### src/rtl/uart_tx_fifo.sv
// Purpose : buffered UART transmitter, 5..9 data bits, none/odd/even parity, 1 or 2 stop bits.
// Latency : a word pushed into an empty FIFO while idle starts its start bit one edge later.
// Backpres: o_Tx_Ready drops when the FIFO is full; strobes seen while it is low are dropped.
//
// Ports:
//   i_Clock       sole clock, rising edge
//   i_Reset       asynchronous active-high reset; aborts any frame, empties the FIFO
//   i_Tx_DV       write strobe, accepted when o_Tx_Ready = 1
//   i_Tx_Byte     word to send, sampled with i_Tx_DV
//   o_Tx_Ready    registered, high while the FIFO holds fewer than FIFO_DEPTH words
//   o_Tx_Serial   registered serial line, idle high
//   o_Tx_Active   high from start bit through last stop bit
//   o_Tx_Done     one-cycle pulse after the last stop-bit cycle of each frame
//   o_Fifo_Count  words queued, not counting the word on the line
module uart_tx_fifo #(
    parameter int CLKS_PER_BIT = 434,
    parameter int DATA_BITS    = 8,
    parameter int PARITY       = 0,
    parameter int STOP_BITS    = 1,
    parameter int FIFO_DEPTH   = 4
) (
    input  logic                        i_Clock,
    input  logic                        i_Reset,
    input  logic                        i_Tx_DV,
    input  logic [DATA_BITS-1:0]        i_Tx_Byte,
    output logic                        o_Tx_Ready,
    output logic                        o_Tx_Serial,
    output logic                        o_Tx_Active,
    output logic                        o_Tx_Done,
    output logic [$clog2(FIFO_DEPTH):0] o_Fifo_Count
);

    localparam int CW   = $clog2(CLKS_PER_BIT);
    localparam int AW   = $clog2(FIFO_DEPTH);
    localparam int CNTW = AW + 1;

    localparam logic [CW-1:0]   CLK_LAST  = CW'(CLKS_PER_BIT - 1);
    localparam logic [3:0]      DATA_LAST = 4'(DATA_BITS - 1);
    localparam logic [3:0]      STOP_LAST = 4'(STOP_BITS - 1);
    localparam logic [CNTW-1:0] FULL_CNT  = CNTW'(FIFO_DEPTH);

    typedef enum logic [2:0] {
        ST_IDLE,
        ST_START,
        ST_DATA,
        ST_PARITY,
        ST_STOP
    } state_t;

    // ------------------------------------------------------------------
    // Word FIFO
    // ------------------------------------------------------------------
    logic [DATA_BITS-1:0] fifo_mem [FIFO_DEPTH];
    logic [AW-1:0]        wr_ptr;
    logic [AW-1:0]        rd_ptr;
    logic [CNTW-1:0]      fifo_cnt;
    logic [CNTW-1:0]      fifo_cnt_nxt;
    logic                 fifo_push;
    logic                 fifo_pop;
    logic                 fifo_vld;
    logic [DATA_BITS-1:0] fifo_head;
    logic                 fifo_par;

    // Ready is the registered "not full" flag, so a strobe while full is
    // ignored even if the transmitter frees a slot in that same cycle.
    assign fifo_push = i_Tx_DV && o_Tx_Ready;
    assign fifo_vld  = (fifo_cnt != '0);
    assign fifo_head = fifo_mem[rd_ptr];

    always_comb begin
        fifo_cnt_nxt = fifo_cnt;
        case ({fifo_push, fifo_pop})
            2'b10:   fifo_cnt_nxt = fifo_cnt + CNTW'(1);
            2'b01:   fifo_cnt_nxt = fifo_cnt - CNTW'(1);
            default: fifo_cnt_nxt = fifo_cnt;
        endcase
    end

    always_ff @(posedge i_Clock or posedge i_Reset) begin
        if (i_Reset) begin
            wr_ptr     <= '0;
            rd_ptr     <= '0;
            fifo_cnt   <= '0;
            o_Tx_Ready <= 1'b1;
        end else begin
            if (fifo_push) wr_ptr <= wr_ptr + AW'(1);
            if (fifo_pop)  rd_ptr <= rd_ptr + AW'(1);
            fifo_cnt   <= fifo_cnt_nxt;
            o_Tx_Ready <= (fifo_cnt_nxt < FULL_CNT);
        end
    end

    // Storage needs no reset: the count alone decides what is valid.
    always_ff @(posedge i_Clock) begin
        if (fifo_push) fifo_mem[wr_ptr] <= i_Tx_Byte;
    end

    assign o_Fifo_Count = fifo_cnt;

    // ------------------------------------------------------------------
    // Transmit FSM
    // ------------------------------------------------------------------
    state_t               state;
    logic [CW-1:0]        clk_cnt;
    logic [3:0]           bit_idx;
    logic [DATA_BITS-1:0] shift_reg;
    logic                 parity_bit;
    logic                 clk_last;
    logic                 stop_last;

    assign clk_last  = (clk_cnt == CLK_LAST);
    assign stop_last = (state == ST_STOP) && clk_last && (bit_idx == STOP_LAST);

    // Pop from idle, or on the final stop cycle so the next start bit
    // follows with no idle gap.
    assign fifo_pop = fifo_vld && ((state == ST_IDLE) || stop_last);

    // Parity is taken from the word as it leaves the FIFO, before shifting.
    assign fifo_par = (^fifo_head) ^ (PARITY == 1);

    always_ff @(posedge i_Clock or posedge i_Reset) begin
        if (i_Reset) begin
            state       <= ST_IDLE;
            clk_cnt     <= '0;
            bit_idx     <= '0;
            shift_reg   <= '0;
            parity_bit  <= 1'b0;
            o_Tx_Serial <= 1'b1;
            o_Tx_Active <= 1'b0;
            o_Tx_Done   <= 1'b0;
        end else begin
            o_Tx_Done <= 1'b0;
            case (state)
                ST_IDLE: begin
                    clk_cnt <= '0;
                    bit_idx <= '0;
                    if (fifo_vld) begin
                        shift_reg   <= fifo_head;
                        parity_bit  <= fifo_par;
                        o_Tx_Serial <= 1'b0;
                        o_Tx_Active <= 1'b1;
                        state       <= ST_START;
                    end
                end

                ST_START: begin
                    if (clk_last) begin
                        clk_cnt     <= '0;
                        o_Tx_Serial <= shift_reg[0];
                        shift_reg   <= shift_reg >> 1;
                        state       <= ST_DATA;
                    end else begin
                        clk_cnt <= clk_cnt + CW'(1);
                    end
                end

                ST_DATA: begin
                    if (clk_last) begin
                        clk_cnt <= '0;
                        if (bit_idx == DATA_LAST) begin
                            bit_idx <= '0;
                            if (PARITY != 0) begin
                                o_Tx_Serial <= parity_bit;
                                state       <= ST_PARITY;
                            end else begin
                                o_Tx_Serial <= 1'b1;
                                state       <= ST_STOP;
                            end
                        end else begin
                            bit_idx     <= bit_idx + 4'd1;
                            o_Tx_Serial <= shift_reg[0];
                            shift_reg   <= shift_reg >> 1;
                        end
                    end else begin
                        clk_cnt <= clk_cnt + CW'(1);
                    end
                end

                ST_PARITY: begin
                    if (clk_last) begin
                        clk_cnt     <= '0;
                        o_Tx_Serial <= 1'b1;
                        state       <= ST_STOP;
                    end else begin
                        clk_cnt <= clk_cnt + CW'(1);
                    end
                end

                ST_STOP: begin
                    if (clk_last) begin
                        clk_cnt <= '0;
                        if (bit_idx == STOP_LAST) begin
                            bit_idx   <= '0;
                            o_Tx_Done <= 1'b1;
                            if (fifo_vld) begin
                                shift_reg   <= fifo_head;
                                parity_bit  <= fifo_par;
                                o_Tx_Serial <= 1'b0;
                                state       <= ST_START;
                            end else begin
                                o_Tx_Active <= 1'b0;
                                state       <= ST_IDLE;
                            end
                        end else begin
                            bit_idx <= bit_idx + 4'd1;
                        end
                    end else begin
                        clk_cnt <= clk_cnt + CW'(1);
                    end
                end

                default: begin
                    state       <= ST_IDLE;
                    o_Tx_Serial <= 1'b1;
                    o_Tx_Active <= 1'b0;
                end
            endcase
        end
    end

endmodule

### config.mk
export PLATFORM = sky130hd
export DESIGN_NAME = uart_tx_fifo
export DESIGN_NICKNAME = d
export VERILOG_FILES = /design/src/rtl/uart_tx_fifo.sv
export SDC_FILE = /design/constraint.sdc
export NUM_CORES = 1
export LEC_CHECK = 0
export ABC_AREA = 0
export BUFFER_PORTS_ARGS = -buffer_cell sky130_fd_sc_hd__buf_2
export CORE_MARGIN = 1.5
export CORE_UTILIZATION = 50
export DETAILED_ROUTE_END_ITERATION = 7
export PLACE_DENSITY = 0.67
export SYNTH_ARGS = -nofsm -noshare
export SYNTH_HDL_FRONTEND = slang
export SYNTH_SLANG_ARGS = --single-unit
### constraint.sdc
create_clock -name i_Clock -period 5.6 [get_ports i_Clock]
set_input_delay 0.56 -clock i_Clock [delete_from_list [all_inputs] [get_ports i_Clock]]
set_output_delay 0.56 -clock i_Clock [all_outputs]
set_load 0.02 [all_outputs]
==> results.sh, run 1 <==
export IMPL_coreArea_sq_um=5960
export IMPL_sw_frac_of_total_pct=35.0
export IMPL_cts_buffer_depth=2
export IMPL_drv_cap=0
export IMPL_portBuffers=17
export IMPL_gp_congestion=0.843
export IMPL_cp_slowest_cell="o211ai_2"
export IMPL_fin_util_pct=58.1
export IMPL_final_common_cell="dfrtp_1"
export IMPL_internal_power_w=0.00127
export IMPL_pwr_density_cell_nw_per_um2=565
export IMPL_period_share_pct=50.9
export IMPL_fin_hold_ws_ps=309
export IMPL_num_vias=1836
export IMPL_synth_distinct_cells=49
export IMPL_arrival_ps=3070
export IMPL_p_seq_share_pct=40.1
export IMPL_p_leak_nw=1.40
export IMPL_route_detailed_wl_per_inst_um=16.3
export IMPL_areaGrowthSynthToFinish_pct=11.1
export IMPL_ys_seq_area_share_pct=59.0
export IMPL_fin_ws_ps=2750
export IMPL_p_comb_share_pct=38.8
export IMPL_clk_latency_ps=340
export IMPL_rrSetupSlack_ps=2750
export IMPL_final_cell_mix="dfrtp_1 (33), edfxtp_1 (32), buf_2 (17)"
export IMPL_min_period_ps=2850
export IMPL_endpoint_kind="flip-flop"
export IMPL_postRouteAntennaNets=0
export IMPL_startpoint_type="flip-flop"
export IMPL_yosys_warnings=0
export IMPL_instances_no_fill=328
export IMPL_pre_cts_ws_ps=2760
export IMPL_r2r_end="shift_reg[5]"
export IMPL_antenna_found_initial=0
export IMPL_ys_ff_latch=67
export IMPL_root_buffer="clkbuf_8"
export IMPL_grt_pass1_vias=1781
export IMPL_fp_dieArea_sq_um=6710
export IMPL_hold_violations=0
export IMPL_ir_worst_vdd_uv=406
export IMPL_critPathMaxStageDelay_ps=600
export IMPL_reg2reg_from="clk_cnt[2]"
export IMPL_fmax_mhz=351
export IMPL_cts_sinks=67
export IMPL_synth_edf_count=32
export IMPL_clk_pin_slew_ps=80
export IMPL_syn_avg_cell_area_sq_um=13.7
export IMPL_synth_cells=227
export IMPL_drive_gt1_share_pct=26.1
export IMPL_die_width_um=81.9
export IMPL_clock_skew_ps=6.66
export IMPL_drtIter0Drc=162
export IMPL_io_pins=18
export IMPL_grtUsageTotal_pct=18.3
export IMPL_syn_area_sq_um=3120
export IMPL_rsz0062_at_grt="false"
export IMPL_hold_buffers=0
export IMPL_numPlacedInstances=312
export IMPL_initial_core_util_pct=52.3
export IMPL_p_switching_w=0.000684
export IMPL_hold_path_class="in2async"
export IMPL_fin_nets=269
export IMPL_largest_reg_flops=32
export IMPL_synthFlopType="dfrtp_1"
export IMPL_fin_setup_tns_ps=0
export IMPL_finalSetupViolations=0
export IMPL_grt_overflow=0
export IMPL_routed_via_density=5.60
export IMPL_crit_fanout=19
export IMPL_cts_tree="built"
export IMPL_path_class="reg2reg"
export IMPL_numCtsBuffers=9
export IMPL_status="complete, no violations"
export IMPL_cts_resized=0
export IMPL_die_y_um=81.9
export IMPL_required_ps=5820
export IMPL_h_tree_depth=3
export IMPL_grt_max_degree=36
export IMPL_post_route_drc_count=0
export IMPL_drt_pre_antenna_iters=4
export IMPL_slew_limit_headroom_pct=44.9
export IMPL_crit_chain="or4b_4 > o211ai_2 > nand2_1 > a211o_1 > mux2_4"
export IMPL_grt_first_pass_wirelength_mm=8.83
export IMPL_clockPowerShare_pct=21.0
export IMPL_synth_async_reset_ratio_pct=52.2
export IMPL_fp_row_count=28
export IMPL_num_antenna_cells=0
export IMPL_worst_slew_pin_slew_ps=823
export IMPL_reg2regPathDepth=5
export IMPL_timing_final_max_slew_violations=0
export IMPL_dpl_hpwl_mm=3.60
export IMPL_postCtsSetupBuffers=0
export IMPL_synth_nets=248
export IMPL_wl_mm=5.33
## critical path: cells and delay by family, from the launching register on
family / cells / cell delay, ps
AO/OA/AOI/OAI: 2 / 1130
AND/OR/NAND/NOR: 2 / 810
flip-flops: 1 / 430
multiplexers: 1 / 370
## power groups by stage
stage                     sequential, W  combinational, W  clock (W)
after floorplan                0.000747          0.000667          0
after global placement         0.000793          0.000744          0
after detailed placement       0.000795          0.000760          0
after CTS                      0.000787          0.000766   0.000421
after global routing           0.000810          0.000839   0.000439
final                          0.000786          0.000760   0.000412
## cell usage after synthesis (all sizes together) (3+ instances only)
| library cell | count | share of area (%) |
|---|---|---|
| dfrtp | 33 | 27 |
| edfxtp | 32 | 31 |
| mux2 | 19 | 8.0 |
| o21ai | 19 | 3.1 |
| nand2 | 13 | 1.6 |
| inv | 10 | 1.2 |
| ha | 9 | 3.6 |
| mux4 | 8 | 5.8 |
| nor2 | 8 | 0.96 |
| and3 | 6 | 1.2 |
| nand3 | 6 | 0.96 |
| nor3 | 6 | 0.96 |
| xnor2 | 6 | 1.7 |
| clkbuf | 5 | 0.60 |
| a21o | 3 | 0.72 |
| a21oi | 3 | 0.48 |
| buf | 3 | 0.84 |
| nor2b | 3 | 0.60 |
| o31ai | 3 | 0.72 |
| or3 | 3 | 0.60 |
## per-layer routing
metal  part of all wire, %  wire [um]  vias to the layer above  global-route usage (%)
met4                   1.7         93                        0                    8.47
li1                      -          -                      886                       -
met5                     0          0                        -                       0
met2                    46       2440                       26                    25.9
met1                    50       2660                      916                    26.9
met3                   2.6        137                        8                    3.89
## through the flow
stage | total power [W] | area, sq um
3_3_place_gp | 0.00154 | 3260
3_5_place_dp | 0.00155 | 3260
6_report | 0.00196 | 3460
5_1_grt | 0.00209 | 3460
4_1_cts | 0.00197 | 3460
2_1_floorplan | 0.00141 | 3120
## area by class of cell
| cell class | count | area (sq um) |
|---|---|---|
| fillers | 495 | 2490 |
| inverters | 10 | 37.5 |
| well taps | 75 | 93.8 |
| clock buffers | 9 | 124 |
| flip-flops and latches | 67 | 1840 |
| repair buffers | 18 | 92.6 |
| multi-input cells | 142 | 1190 |
| clock inverters | 7 | 81.3 |
## worst max-delay path by stage
stage | start | endpoint | slack (ps) | cells after the start
after floorplan | clk_cnt[3] | shift_reg[0] | 3260 | 7
after global placement | clk_cnt[2] | shift_reg[5] | 2800 | 5
after detailed placement | clk_cnt[2] | shift_reg[5] | 2760 | 5
after CTS | clk_cnt[2] | shift_reg[5] | 2750 | 5
after global routing | clk_cnt[2] | shift_reg[5] | 2590 | 5
final | clk_cnt[2] | shift_reg[5] | 2750 | 5
## kinds of logic (layout without fill, tap and decap cells)
logic type / after synthesis / in the layout / synth area share, %
mux: 27 / 27 / 13.7
simple gates: 56 / 56 / 9.60
fa+ha+maj: 11 / 11 / 4.58
flops: 67 / 67 / 59.0
compound gates: 41 / 41 / 8.43
xor+xnor: 7 / 7 / 1.97
buf+inv: 18 / 44 / 2.65
(Power assumes the default switching activity.)
==> run 2, diff against run 1 <==
Settings changed: PLACE_DENSITY 0.67 to 0.7.
Clock period 5.6 ns to 2.5 ns, I/O delays scaled along.
==> run 2 against run 1 <==
Global-route usage rose by 0.67 points. Flip-flop and latch count did not move. Sequential share of layout area fell by 1.9 points. Fmax rose by 17%. Clock power rose by 130%. Sequential power rose by 120%. First-iteration DRC count fell by 54%. Routed wire length rose by 2.5%. Core utilization rose by 2.2 points.
==> results.sh, run 2 (same netlist as run 1, synthesis figures left out) <==
export IMPL_pwr_density_cell_nw_per_um2=1280
export IMPL_arrival_ps=2660
export IMPL_post_route_drc_count=0
export IMPL_fp_dieArea_sq_um=6710
export IMPL_drt_pre_antenna_iters=4
export IMPL_endpoint_kind="flip-flop"
export IMPL_wl_mm=5.47
export IMPL_final_cell_mix="dfrtp_1 (33), edfxtp_1 (32), buf_2 (17)"
export IMPL_route_detailed_wl_per_inst_um=15.9
export IMPL_fmax_mhz=411
export IMPL_die_y_um=81.9
export IMPL_dpl_hpwl_mm=3.70
export IMPL_postRouteAntennaNets=0
export IMPL_drtIter0Drc=75
export IMPL_grt_first_pass_wirelength_mm=9.16
export IMPL_numCtsBuffers=9
export IMPL_portBuffers=17
export IMPL_largest_reg_flops=32
export IMPL_required_ps=2730
export IMPL_cts_buffer_depth=2
export IMPL_clk_latency_ps=350
export IMPL_fin_hold_ws_ps=111
export IMPL_ir_worst_vdd_uv=718
export IMPL_status="complete, no violations"
export IMPL_gp_congestion=0.804
export IMPL_fin_nets=284
export IMPL_cts_tree="built"
export IMPL_clk_pin_slew_ps=80
export IMPL_fin_ws_ps=69.4
export IMPL_crit_fanout=5
export IMPL_drv_cap=0
export IMPL_slew_limit_headroom_pct=69.7
export IMPL_power_total_w=0.00459
export IMPL_grt_pass1_vias=1881
export IMPL_hold_path_class="in2reg"
export IMPL_p_leak_nw=1.47
export IMPL_grtUsageTotal_pct=18.9
export IMPL_coreArea_sq_um=5960
export IMPL_io_pins=18
export IMPL_fp_row_count=28
export IMPL_startpoint_type="flip-flop"
export IMPL_timing_final_max_slew_violations=0
export IMPL_rrSetupSlack_ps=70
export IMPL_drive_gt1_share_pct=31.0
export IMPL_pre_cts_ws_ps=70.1
export IMPL_min_period_ps=2430
export IMPL_die_width_um=81.9
export IMPL_cts_sinks=67
export IMPL_num_vias=1922
export IMPL_fin_util_pct=60.3
export IMPL_final_common_cell="dfrtp_1"
export IMPL_routed_via_density=5.60
export IMPL_grt_overflow=0
export IMPL_antenna_found_initial=0
export IMPL_period_share_pct=97.2
export IMPL_finalSetupViolations=0
export IMPL_grt_max_degree=36
export IMPL_root_buffer="clkbuf_8"
export IMPL_initial_core_util_pct=52.3
export IMPL_areaGrowthSynthToFinish_pct=15.3
export IMPL_clock_skew_ps=9.92
export IMPL_hold_violations=0
export IMPL_num_antenna_cells=0
export IMPL_worst_slew_pin_slew_ps=453
export IMPL_path_class="reg2reg"
export IMPL_h_tree_depth=3
-- run 2: worst max-delay path, stage by stage, from the launching register on --
cell and delay [ps]:
dfrtp_1 420, inv_1 70, ha_1 150, or3b_4 410, nor3_1 190, o21a_1 210
ha_4 160, fa_1 420, mux2_2 280
-- run 2: power breakdown --
| group | internal, W | leakage, nW | switching (W) |
|---|---|---|---|
| logic | 0.00107 | 0.642 | 0.000886 |
| registers | 0.00146 | 0.729 | 0.000237 |
| clock network | 0.000476 | 0.101 | 0.000456 |
| total | 0.00301 | 1.47 | 0.00158 |
-- run 2: cell type report --
class                           instances  area [sq um]
Timing Repair Buffer                   33           208
Fill cell                             485          2360
Clock buffer                            9           124
Multi-Input combinational cell        142          1210
Clock inverter                          7          81.3
Sequential cell                        67          1840
Tap cell                               75          93.8
Inverter                               10          37.5
-- run 2: timing repair --
action                     CTS  global route
resized for setup            0             4
setup buffers                0             1
hold endpoints to repair     7             0
setup endpoints to repair    0            10
hold buffers                 1             0
-- run 2: final timing paths --
kind                              startpoint              end  depth (start not counted)
worst max-delay path              bit_idx[0]  o_Fifo_Count[1]                          8
worst min-delay path            i_Tx_Byte[7]   fifo_mem[2][7]                          1
worst max register to register    bit_idx[0]  o_Fifo_Count[1]                          8
worst min register to register     flip-flop       o_Tx_Ready                          1
max in group asynchronous            i_Reset       o_Tx_Ready                          4
min in group asynchronous            i_Reset     shift_reg[7]                          4
-- run 2: stage by stage --
stage	instances	instance area, sq um	setup TNS (ps)
4_1_cts	342	3570	0
3_5_place_dp	325	3350	0
6_report	343	3590	0
5_1_grt	343	3590	-69.0
2_1_floorplan	227	3120	0
3_3_place_gp	325	3350	0
-- run 2: layer usage --
layer	track usage (%)	vias to the layer above	part of all wire, %
met5	0	-	0
li1	-	922	-
met2	27.4	40	45
met1	27.3	950	49
met4	9.15	0	2.2
met3	3.89	10	3.4
==> run 3, diff against run 2 <==
Settings changed: ABC_AREA 0 to 1.
==> run 3 against run 2 <==
The run now ends with hold timing left. Clock power increased by 8%. Core utilization is 2.6 points lower. Final cell count rose by 52%. Via count rose by 32%. Flip-flop and latch count is the same. Clock skew decreased by 3.9 ps. Fmax rose by 6.3%. First-iteration DRC count rose by 130%. Count of clock-buffer cells in the layout stayed put. Routed wire length up 16%. Sequential share of layout area down 3.8 points. Sequential power shrank 32%.
==> results.sh, run 3 <==
export IMPL_pwr_density_cell_nw_per_um2=565
export IMPL_pre_cts_ws_ps=97.1
export IMPL_clk_latency_ps=340
export IMPL_hold_buffers=0
export IMPL_grtUsageTotal_pct=19.9
export IMPL_fmax_mhz=437
export IMPL_regArea_sq_um=1840
export IMPL_path_class="reg2reg"
export IMPL_synth_top_area_share_pct=28.0
export IMPL_ys_seq_area_share_pct=53.6
export IMPL_violations="hold timing"
export IMPL_slew_limit_headroom_pct=68.7
export IMPL_syn_area_sq_um=3430
export IMPL_fp_dieArea_sq_um=7370
export IMPL_fillers=584
export IMPL_drv_cap=0
export IMPL_cp_slowest_cell="dfrtp_1"
export IMPL_drt_pre_antenna_iters=4
export IMPL_startpoint_type="flip-flop"
export IMPL_finalSetupViolations=0
export IMPL_portBuffers=17
export IMPL_synth_distinct_cells=29
export IMPL_synth_top_family_by_area="simple AND/OR/NAND/NOR gates"
export IMPL_numCtsBuffers=9
export IMPL_wl_mm=6.33
export IMPL_final_cell_mix="nand2_1 (133), inv_1 (62), nand3_1 (41)"
export IMPL_grt_overflow=0
export IMPL_grt_first_pass_wirelength_mm=11.2
export IMPL_num_antenna_cells=0
export IMPL_initial_core_util_pct=51.1
export IMPL_synth_adder_area_share_pct=3.87
export IMPL_synth_nets=426
export IMPL_path_buf_inv=3
export IMPL_final_common_cell="nand2_1"
export IMPL_grt_max_degree=36
export IMPL_fin_hold_ws_ps=-12.3
export IMPL_p_leak_nw=1.92
export IMPL_required_ps=2770
export IMPL_drive_gt1_share_pct=14.1
export IMPL_io_pins=18
export IMPL_hold_path_class="in2async"
export IMPL_clock_skew_ps=6.05
export IMPL_stdcell_area_sq_um=3880
export IMPL_fin_nets=457
export IMPL_post_route_drc_count=0
export IMPL_num_vias=2546
export IMPL_synth_area_leaders="edfxtp_1 (28%), dfrtp_1 (24%), nand2_1 (15%)"
export IMPL_status="finished, violations left"
export IMPL_gp_congestion=0.849
export IMPL_synth_async_reset_ratio_pct=52.2
export IMPL_arrival_ps=2560
export IMPL_synth_compound_area_share_pct=4.74
export IMPL_synthSimpleGateAreaFrac_pct=26.8
export IMPL_syn_avg_cell_area_sq_um=8.47
export IMPL_crit_fanout=5
export IMPL_root_buffer="clkbuf_8"
export IMPL_power_total_w=0.00219
export IMPL_antenna_found_initial=0
export IMPL_synth_commonest_cells="nand2_1 (135), inv_1 (62), nand3_1 (41), dfrtp_1 (33), edfxtp_1 (32)"
export IMPL_endpoint_kind="flip-flop"
export IMPL_clk_pin_slew_ps=80
export IMPL_die_width_um=85.8
export IMPL_h_tree_depth=3
export IMPL_fp_row_count=30
export IMPL_muxShareOfSynthArea_pct=0
export IMPL_yosysMostFrequentCell="nand2_1"
export IMPL_path_delay_family="adder cells"
export IMPL_hold_violations=19
export IMPL_cts_buffer_depth=2
export IMPL_cpMostUsedCell="inv_1"
export IMPL_crit_chain="inv_1 > ha_1 > nand3_1 > nor2_1 > nand2_2 > nand2_1 > nand2_2 > inv_1 > ha_2 > fa_2 > a21oi_2 > o21ai_1 > xor2_1 > inv_1"
export IMPL_fin_ws_ps=212
export IMPL_critPathMaxStageDelay_ps=410
export IMPL_synthFlopType="dfrtp_1"
export IMPL_drtIter0Drc=169
export IMPL_largest_reg_flops=32
export IMPL_multiInputGateArea_sq_um=1320
export IMPL_yosys_area_top_type="edfxtp_1"
export IMPL_cts_tree="built"
export IMPL_dpl_cell_area_sq_um=3630
export IMPL_dpl_hpwl_mm=4.41
export IMPL_routed_via_density=4.89
export IMPL_synth_xor_area_share_pct=2.55
export IMPL_ir_worst_vdd_uv=451
export IMPL_period_share_pct=91.5
export IMPL_synth_cells=405
export IMPL_coreArea_sq_um=6720
export IMPL_synth_edf_count=32
export IMPL_die_y_um=85.8
export IMPL_postRouteAntennaNets=0
export IMPL_areaGrowthSynthToFinish_pct=13.1
export IMPL_route_detailed_wl_per_inst_um=12.1
export IMPL_grt_pass1_vias=2449
export IMPL_ys_ff_latch=67
export IMPL_min_period_ps=2290
export IMPL_yosys_warnings=0
export IMPL_cts_sinks=67
export IMPL_fin_setup_tns_ps=0
export IMPL_timing_final_max_slew_violations=0
export IMPL_fin_util_pct=57.8
export IMPL_worst_slew_pin_slew_ps=467
-- run 3: logic make-up after synthesis --
family	after synthesis
buffers and inverters	73
AND/OR/NAND/NOR	218
adder cells (fa/ha/maj)	10
XOR/XNOR	10
AO/OA/AOI/OAI	27
flip-flops	67
-- run 3: per-layer routing --
layer | track usage, % | wire length (um) | up-vias
met5 | 0 | 0 | -
met4 | 6.01 | 53 | 0
met3 | 5.58 | 198 | 6
met2 | 32.4 | 2990 | 32
met1 | 26.1 | 3080 | 1165
li1 | - | - | 1343
-- run 3: area by class of cell --
| class | count | area share, % |
|---|---|---|
| well taps | 80 | 2.58 |
| inverters | 68 | 6.58 |
| flip-flops and latches | 67 | 47.4 |
| repair buffers | 25 | 3.74 |
| clock buffers | 9 | 3.19 |
| clock inverters | 7 | 2.55 |
| multi-input cells | 265 | 34.0 |
-- run 3: per-stage QoR --
stage	cells	hold slack [ps]
2_1_floorplan	405	349
3_3_place_gp	504	369
3_5_place_dp	504	376
4_1_cts	520	1.02
5_1_grt	521	37.5
6_report	521	-12.3
-- run 3: report_power, final --
group | internal [W] | total [W] | switching, W
Sequential | 0.00115 | 0.00115 | 0
Combinational | 0.00000675 | 0.0000238 | 0.0000171
Clock | 0.000568 | 0.00101 | 0.000446
Total | 0.00173 | 0.00219 | 0.000463
-- run 3: path summary, 6_finish.rpt --
kind	startpoint	to	slack, ps	depth (start not counted)
worst max-delay path	bit_idx[0]	o_Tx_Ready	210	14
worst min-delay path	i_Reset	asynchronous set/reset pin	-10	3
worst max register to register	bit_idx[0]	o_Tx_Ready	210	14
worst min register to register	o_Tx_Serial	o_Tx_Serial	480	2
max in group asynchronous	i_Reset	o_Tx_Serial	2160	3
min in group i_Clock	i_Tx_Byte[4]	fifo_mem[1][4]	120	1
-- run 3: what timing repair did --
| item | 4_1_cts | 5_1_grt |
|---|---|---|
| endpoints found under the setup margin | 0 | 3 |
| buffers inserted | 0 | 1 |
| endpoints found under the hold margin | 0 | 0 |
| gates resized for setup | 0 | 7 |
-- run 3: worst reg2reg max path, cell delays in order (launching register included) --
cell and delay (ps):
dfrtp_1 410, inv_1 70, ha_1 200, nand3_1 150
nor2_1 80, nand2_2 80, nand2_1 80, nand2_2 100
inv_1 60, ha_2 190, fa_2 350, a21oi_2 110
o21ai_1 80, xor2_1 190, inv_1 70
